`config.mk`:
```
export PLATFORM = sky130hd
export DESIGN_NAME = decryption_stream
export DESIGN_NICKNAME = d
export VERILOG_FILES = /design/src/rtl/decryption_stream.sv
export SDC_FILE = /design/constraint.sdc
export NUM_CORES = 1
export LEC_CHECK = 0
export BUFFER_PORTS_ARGS = -buffer_cell sky130_fd_sc_hd__buf_2
export CAP_MARGIN = 20
export CORE_ASPECT_RATIO = 1.4
export CORE_MARGIN = 1.5
export CORE_UTILIZATION = 57
export DETAILED_ROUTE_END_ITERATION = 12
export HOLD_SLACK_MARGIN = 0.06
export PLACE_DENSITY_LB_ADDON = 0.08
export SKIP_CTS_REPAIR_TIMING = 1
export SYNTH_ARGS = -nofsm -noshare
export SYNTH_HDL_FRONTEND = slang
export SYNTH_SLANG_ARGS = --single-unit
```
`constraint.sdc`:
```
create_clock -name clk -period 3.24 [get_ports clk]
set_input_delay 0.162 -clock clk [delete_from_list [all_inputs] [get_ports clk]]
set_output_delay 0.162 -clock clk [all_outputs]
set_load 0.05 [all_outputs]
```
`src/rtl/decryption_stream.sv`:
```
// decryption_stream: streaming decryptor, Plaintext = (Char_ciphertext + key) mod P_MOD, with a
// one-entry stage register feeding an output FIFO. Define DECRYPTION_PTXT_CHECK_EN to drop non-lowercase results.
module decryption_stream #(
  parameter int unsigned P_MOD      = 227,
  parameter int unsigned FIFO_DEPTH = 4
) (
  input  logic        clk,
  input  logic        rst_n,
  input  logic [1:0]  mode,
  input  logic        key_load,
  input  logic [7:0]  Public_key,
  input  logic        C_valid,
  input  logic [7:0]  Char_ciphertext,
  output logic        C_accept,
  output logic        P_valid,
  output logic [7:0]  Plaintext,
  input  logic        P_ready,
  output logic        err_invalid_ctxt,
  output logic        err_invalid_key,
  output logic        err_invalid_ptxt,
  output logic [15:0] char_count
);

  localparam int unsigned AW = $clog2(FIFO_DEPTH);
  localparam int unsigned CW = AW + 1;
  localparam logic [8:0]  P_MOD9  = 9'(P_MOD);
  localparam logic [CW:0] DEPTH_W = (CW+1)'(FIFO_DEPTH);

  typedef enum logic {NO_KEY, RUN} state_e;

  state_e          state_q, state_d;
  logic [7:0]      key_q, key_d;
  logic            stage_vld_q, stage_vld_d;
  logic [7:0]      stage_data_q, stage_data_d;
  logic [7:0]      mem_q [FIFO_DEPTH];
  logic [7:0]      mem_d [FIFO_DEPTH];
  logic [AW-1:0]   wr_ptr_q, wr_ptr_d, rd_ptr_q, rd_ptr_d;
  logic [CW-1:0]   count_q, count_d;
  logic            err_ctxt_q, err_ctxt_d, err_key_q, err_key_d;
  logic [15:0]     char_count_q, char_count_d;

  logic            key_ok, ctxt_ok, ptxt_ok, take, fifo_wr, fifo_rd;
  logic [8:0]      sum;
  logic [7:0]      dec;
  logic [CW:0]     occupancy;

`ifdef DECRYPTION_PTXT_CHECK_EN
  logic err_ptxt_q, err_ptxt_d;

  assign ptxt_ok    = (stage_data_q >= 8'h61) && (stage_data_q <= 8'h7A);
  assign err_ptxt_d = stage_vld_q && !ptxt_ok;

  always_ff @(posedge clk or negedge rst_n) begin
    if (!rst_n) err_ptxt_q <= 1'b0;
    else        err_ptxt_q <= err_ptxt_d;
  end

  assign err_invalid_ptxt = err_ptxt_q;
`else
  assign ptxt_ok          = 1'b1;
  assign err_invalid_ptxt = 1'b0;
`endif

  // Both operands are below P_MOD, so a single conditional subtract suffices.
  assign key_ok    = {1'b0, Public_key} < P_MOD9;
  assign ctxt_ok   = {1'b0, Char_ciphertext} < P_MOD9;
  assign sum       = {1'b0, Char_ciphertext} + {1'b0, key_q};
  assign dec       = 8'((sum >= P_MOD9) ? (sum - P_MOD9) : sum);

  // Occupancy counts the stage entry, so a valid stage always finds FIFO room.
  assign occupancy = {1'b0, count_q} + (CW+1)'(stage_vld_q);
  assign C_accept  = (state_q == RUN) && (mode == 2'b01) && (occupancy < DEPTH_W);
  assign take      = C_valid && C_accept;
  assign P_valid   = (count_q != '0);
  assign fifo_wr   = stage_vld_q && ptxt_ok;
  assign fifo_rd   = P_valid && P_ready;

  always_comb begin
    state_d      = state_q;
    key_d        = key_q;
    err_key_d    = 1'b0;
    err_ctxt_d   = take && !ctxt_ok;
    stage_vld_d  = take && ctxt_ok;
    stage_data_d = (take && ctxt_ok) ? dec : stage_data_q;
    mem_d        = mem_q;
    wr_ptr_d     = wr_ptr_q;
    rd_ptr_d     = rd_ptr_q;
    count_d      = count_q + CW'(fifo_wr) - CW'(fifo_rd);
    char_count_d = char_count_q;

    if (key_load) begin
      if (key_ok) begin
        key_d   = Public_key;
        state_d = RUN;
      end else begin
        err_key_d = 1'b1;
      end
    end

    if (fifo_wr) begin
      mem_d[wr_ptr_q] = stage_data_q;
      wr_ptr_d        = wr_ptr_q + AW'(1);
    end

    if (fifo_rd) begin
      rd_ptr_d     = rd_ptr_q + AW'(1);
      char_count_d = char_count_q + 16'd1;
    end
  end

  always_ff @(posedge clk or negedge rst_n) begin
    if (!rst_n) begin
      state_q      <= NO_KEY;
      key_q        <= '0;
      stage_vld_q  <= 1'b0;
      stage_data_q <= '0;
      for (int unsigned i = 0; i < FIFO_DEPTH; i++) mem_q[i] <= '0;
      wr_ptr_q     <= '0;
      rd_ptr_q     <= '0;
      count_q      <= '0;
      err_ctxt_q   <= 1'b0;
      err_key_q    <= 1'b0;
      char_count_q <= '0;
    end else begin
      state_q      <= state_d;
      key_q        <= key_d;
      stage_vld_q  <= stage_vld_d;
      stage_data_q <= stage_data_d;
      mem_q        <= mem_d;
      wr_ptr_q     <= wr_ptr_d;
      rd_ptr_q     <= rd_ptr_d;
      count_q      <= count_d;
      err_ctxt_q   <= err_ctxt_d;
      err_key_q    <= err_key_d;
      char_count_q <= char_count_d;
    end
  end

  assign Plaintext        = mem_q[rd_ptr_q];
  assign err_invalid_ctxt = err_ctxt_q;
  assign err_invalid_key  = err_key_q;
  assign char_count       = char_count_q;

endmodule

```
==> impl_results.rst <==
.. list-table::
   :header-rows: 1

   * - Metric
     - Value
   * - Share of layout cells above drive strength 1
     - 33.16%
   * - # H-tree levels
     - 3
   * - Post-synthesis instance total
     - 310
   * - Hold Crit Class
     - in -> async
   * - Upper clock frequency limit
     - 349.8 MHz
   * - Crit-path slowest cell
     - sky130_fd_sc_hd__a2111oi_4
   * - Areal power density over the cells
     - 839.8 nW/µm²
   * - Arrival time of the worst setup path
     - 3.13 ns
   * - Max Slew Vio Count
     - 0
   * - Maximum buffer depth of the clock tree
     - 2
   * - Pin count of the biggest net entering global routing
     - 76
   * - Total core area
     - 6569 µm²
   * - Min Tclk post-route
     - 2.859 ns
   * - Clock-pin slew reported for the worst setup and hold paths after clock tree synthesis
     - 0.08 ns
   * - Diodes inserted
     - 0
   * - Die X-Extent
     - 72.48 µm
   * - Post-route fraction of the period consumed by the critical path
     - 88.25%
   * - Placed instance area
     - 4158 µm²
   * - Wire length of the first global-routing pass
     - 11.59 mm
   * - Area fraction of the dominant cell type after synthesis
     - 48.72%
   * - Worst Clk Skew
     - 0.01185 ns
   * - Buffers added on ports
     - 50
   * - Number of flops mapped to enable cells by yosys
     - 0
   * - Element type at the critical path start
     - register
   * - Sequential-to-total area share from yosys stat
     - 48.72%
   * - Number of hold-slack violations in the final timing report
     - 0
   * - Crit path required time
     - 3.51 ns
   * - Total wirelength of the detailed-routed design
     - 7.058 mm
   * - Finished Layout Cells
     - 448
   * - Cell family contributing the most delay on the critical path
     - compound AO/OA/AOI/OAI gates
   * - Routed via count divided by cell count
     - 5.835
   * - Commonest cells in the synthesized netlist
     - sky130_fd_sc_hd__dfrtp_1 (75), sky130_fd_sc_hd__mux2_2 (41), sky130_fd_sc_hd__ha_1 (17)
   * - Sum Neg Setup Slack
     - 0 ns
   * - Dominant register cell in the synthesized netlist
     - sky130_fd_sc_hd__dfrtp_1
   * - Cell type with the highest aggregate area in the netlist
     - sky130_fd_sc_hd__dfrtp_1
   * - Result of the run
     - completed
   * - Tightest hold margin
     - 0.007041 ns
   * - Row count
     - 35
   * - Floorplan die height
     - 100.3 µm
   * - Static Leak
     - 2.129 nW
   * - Layout Area Growth over Synthesis
     - 15.20%
   * - Peak supply drop
     - 434.1 µV
   * - Final antenna-violating net count
     - 0
   * - Clock root buffer
     - sky130_fd_sc_hd__clkbuf_8
   * - Final design utilization
     - 67.56%
   * - Number of setup violations in the final report
     - 0
   * - Count of warnings emitted by yosys
     - 0
   * - Floorplan die area
     - 7268 µm²
   * - Type of element capturing the critical path
     - register
   * - Max Fanout on Critical Path
     - 8
   * - Clock buffer count from CTS
     - 9
   * - Leftover overflow at the end of global routing
     - 0
   * - Cell with the most instances after synthesis
     - sky130_fd_sc_hd__dfrtp_1
   * - Pre-Repair DR Iteration Count
     - 7
   * - Number of distinct library cell variants in the gate-level netlist after synthesis
     - 50
   * - Clock tree from TritonCTS
     - yes
   * - Delay contributed by the slowest stage of the critical path
     - 0.58 ns
   * - Net count after synthesis
     - 352
   * - Gr usage total
     - 21.30%
   * - Number of design rule violations left after detail routing
     - 0
   * - Clk sinks
     - 75
   * - Seq cells post-synth
     - 75
   * - Post-route standard cell area excluding fillers
     - 4438 µm²
   * - Type of the worst setup path
     - reg -> reg
   * - Average instance area after synthesis
     - 12.43 µm²
   * - Final weighted congestion of routability-driven global placement
     - 0.8304
   * - Effective utilization at floorplan
     - 58.65%
   * - Number of ports placed on the die boundary
     - 52
   * - Async SR Flop Fraction
     - 100.0%
   * - Reported max-cap violation count
     - 0
   * - Number of placed instances, taps included
     - 425
   * - Crit path cell chain
     - ha_1, fa_1, a211oi_2, nor3b_1, o221a_2, a2111oi_4, nor3_1, o31ai_1
   * - Most area-consuming cells after synthesis
     - sky130_fd_sc_hd__dfrtp_1 (49%), sky130_fd_sc_hd__mux2_2 (12%), sky130_fd_sc_hd__ha_1 (5.5%)
   * - NumNets Final
     - 411
   * - Post-DP HPWL
     - 5.060 mm
   * - Worst Tran Pin Value
     - 0.9134 ns
   * - Cell Area, Synth
     - 3852 µm²
   * - Unrepaired setup endpoints after global routing
     - no
   * - Skew-Pair Late Insertion Delay
     - 0.36 ns
   * - Number of antenna violations at the first check in global routing
     - 0
   * - Wire length per cell
     - 15.75 µm
   * - Vias in the first global route
     - 2484
   * - Initial detailed-routing violation count
     - 139
   * - Crit path buffers/inverters
     - 0
   * - Vias
     - 2614
   * - Worst rel slew slack
     - 39.11%
==> path summary, 6_finish.rpt <==
path | startpoint | endpoint | slack, ns | depth (start not counted)
max reg2reg | key_q[0] | stage_data_q[0] | 0.38 | 8
min | rst_n | char_count[15] | 0.007 | 2
min reg2reg | char_count[15] | char_count[15] | 0.46 | 1
max in group asynchronous | rst_n | mem_q[6] | 2.63 | 2
min in group clk | Public_key[6] | key_q[6] | 0.06 | 3
max | key_q[0] | stage_data_q[0] | 0.38 | 8
==> kinds of logic after synthesis <==
logic type               after synthesis  synth area share [%]
AO/OA/AOI/OAI                         53                 10.85
XOR/XNOR                              24                 5.456
adder cells (fa/ha/maj)               19                 6.561
buffers and inverters                 20                 2.144
flip-flops                            75                 48.72
multiplexers                          49                 16.66
other                                  1               0.09734
AND/OR/NAND/NOR                       69                 9.516
==> power by group <==
group          leakage (nW)  switching [mW]  internal (mW)
registers             0.961           0.295           1.24
clock network         0.103           0.367          0.384
logic                  1.06           0.844          0.594
total                  2.13            1.51           2.22
==> state kept, by name (all words and copies together) (netlist names) <==
| signal | cells |
|---|---|
| fifo_wr | 1 |
| state_q | 1 |
| char_count | 16 |
| mem_q | 32 |
| rd_ptr_q | 2 |
| stage_data_q | 8 |
| count_q | 3 |
| err_invalid_ctxt | 1 |
| err_invalid_key | 1 |
| wr_ptr_q | 2 |
| key_q | 8 |
==> placed cells by master (no fill, tap or decap), types with 3 or more instances in the layout <==
cell	count
sky130_fd_sc_hd__a31oi_1	4
sky130_fd_sc_hd__a21oi_1	8
sky130_fd_sc_hd__nor3b_1	3
sky130_fd_sc_hd__inv_1	10
sky130_fd_sc_hd__mux2_2	41
sky130_fd_sc_hd__and4_1	3
sky130_fd_sc_hd__ha_1	17
sky130_fd_sc_hd__clkbuf_8	10
sky130_fd_sc_hd__dfrtp_1	75
sky130_fd_sc_hd__nor3_1	3
sky130_fd_sc_hd__mux4_2	8
sky130_fd_sc_hd__o31ai_1	3
sky130_fd_sc_hd__xor2_1	10
sky130_fd_sc_hd__dlygate4sd3_1	7
sky130_fd_sc_hd__nand2_1	16
sky130_fd_sc_hd__nor2_1	8
sky130_fd_sc_hd__a211oi_1	3
sky130_fd_sc_hd__buf_2	50
sky130_fd_sc_hd__and3_1	5
sky130_fd_sc_hd__xnor2_1	14
sky130_fd_sc_hd__o211ai_1	10
sky130_fd_sc_hd__or4_1	3
sky130_fd_sc_hd__o21ai_0	5
sky130_fd_sc_hd__or3_1	3
sky130_fd_sc_hd__nand3_1	15
==> per-stage QoR <==
stage	worst slack, ns	power [mW]
6_report	0.3808	3.727
5_1_grt	0.2034	3.971
4_1_cts	0.4074	3.750
3_5_place_dp	0.4261	3.003
3_3_place_gp	0.4691	2.953
2_1_floorplan	0.6254	2.666
==> metal layers <==
layer	share of wire [%]	vias to the layer above	GRT usage, %
met5	0	-	0
met2	52	47	35.40
met1	44	1297	26.22
met3	3.0	9	5.120
li1	-	1261	-
met4	1.2	0	9.579
==> area by class of cell <==
cell class              instances  area [µm²]
well taps                      74       92.59
flip-flops and latches         75        1877
inverters                      10       37.54
repair buffers                 58       327.8
clock inverters                 6       72.57
fillers                       511        2131
clock buffers                  10       137.6
multi-input cells             215        1893
==> worst reg2reg max path: stages, from the launching register on <==
cell and delay, ns:
sky130_fd_sc_hd__dfrtp_1 0.39, sky130_fd_sc_hd__ha_1 0.24, sky130_fd_sc_hd__fa_1 0.43, sky130_fd_sc_hd__a211oi_2 0.36, sky130_fd_sc_hd__nor3b_1 0.12, sky130_fd_sc_hd__o221a_2 0.35
sky130_fd_sc_hd__a2111oi_4 0.58, sky130_fd_sc_hd__nor3_1 0.09, sky130_fd_sc_hd__o31ai_1 0.23
No activity file was read; power rests on OpenSTA's default activity.
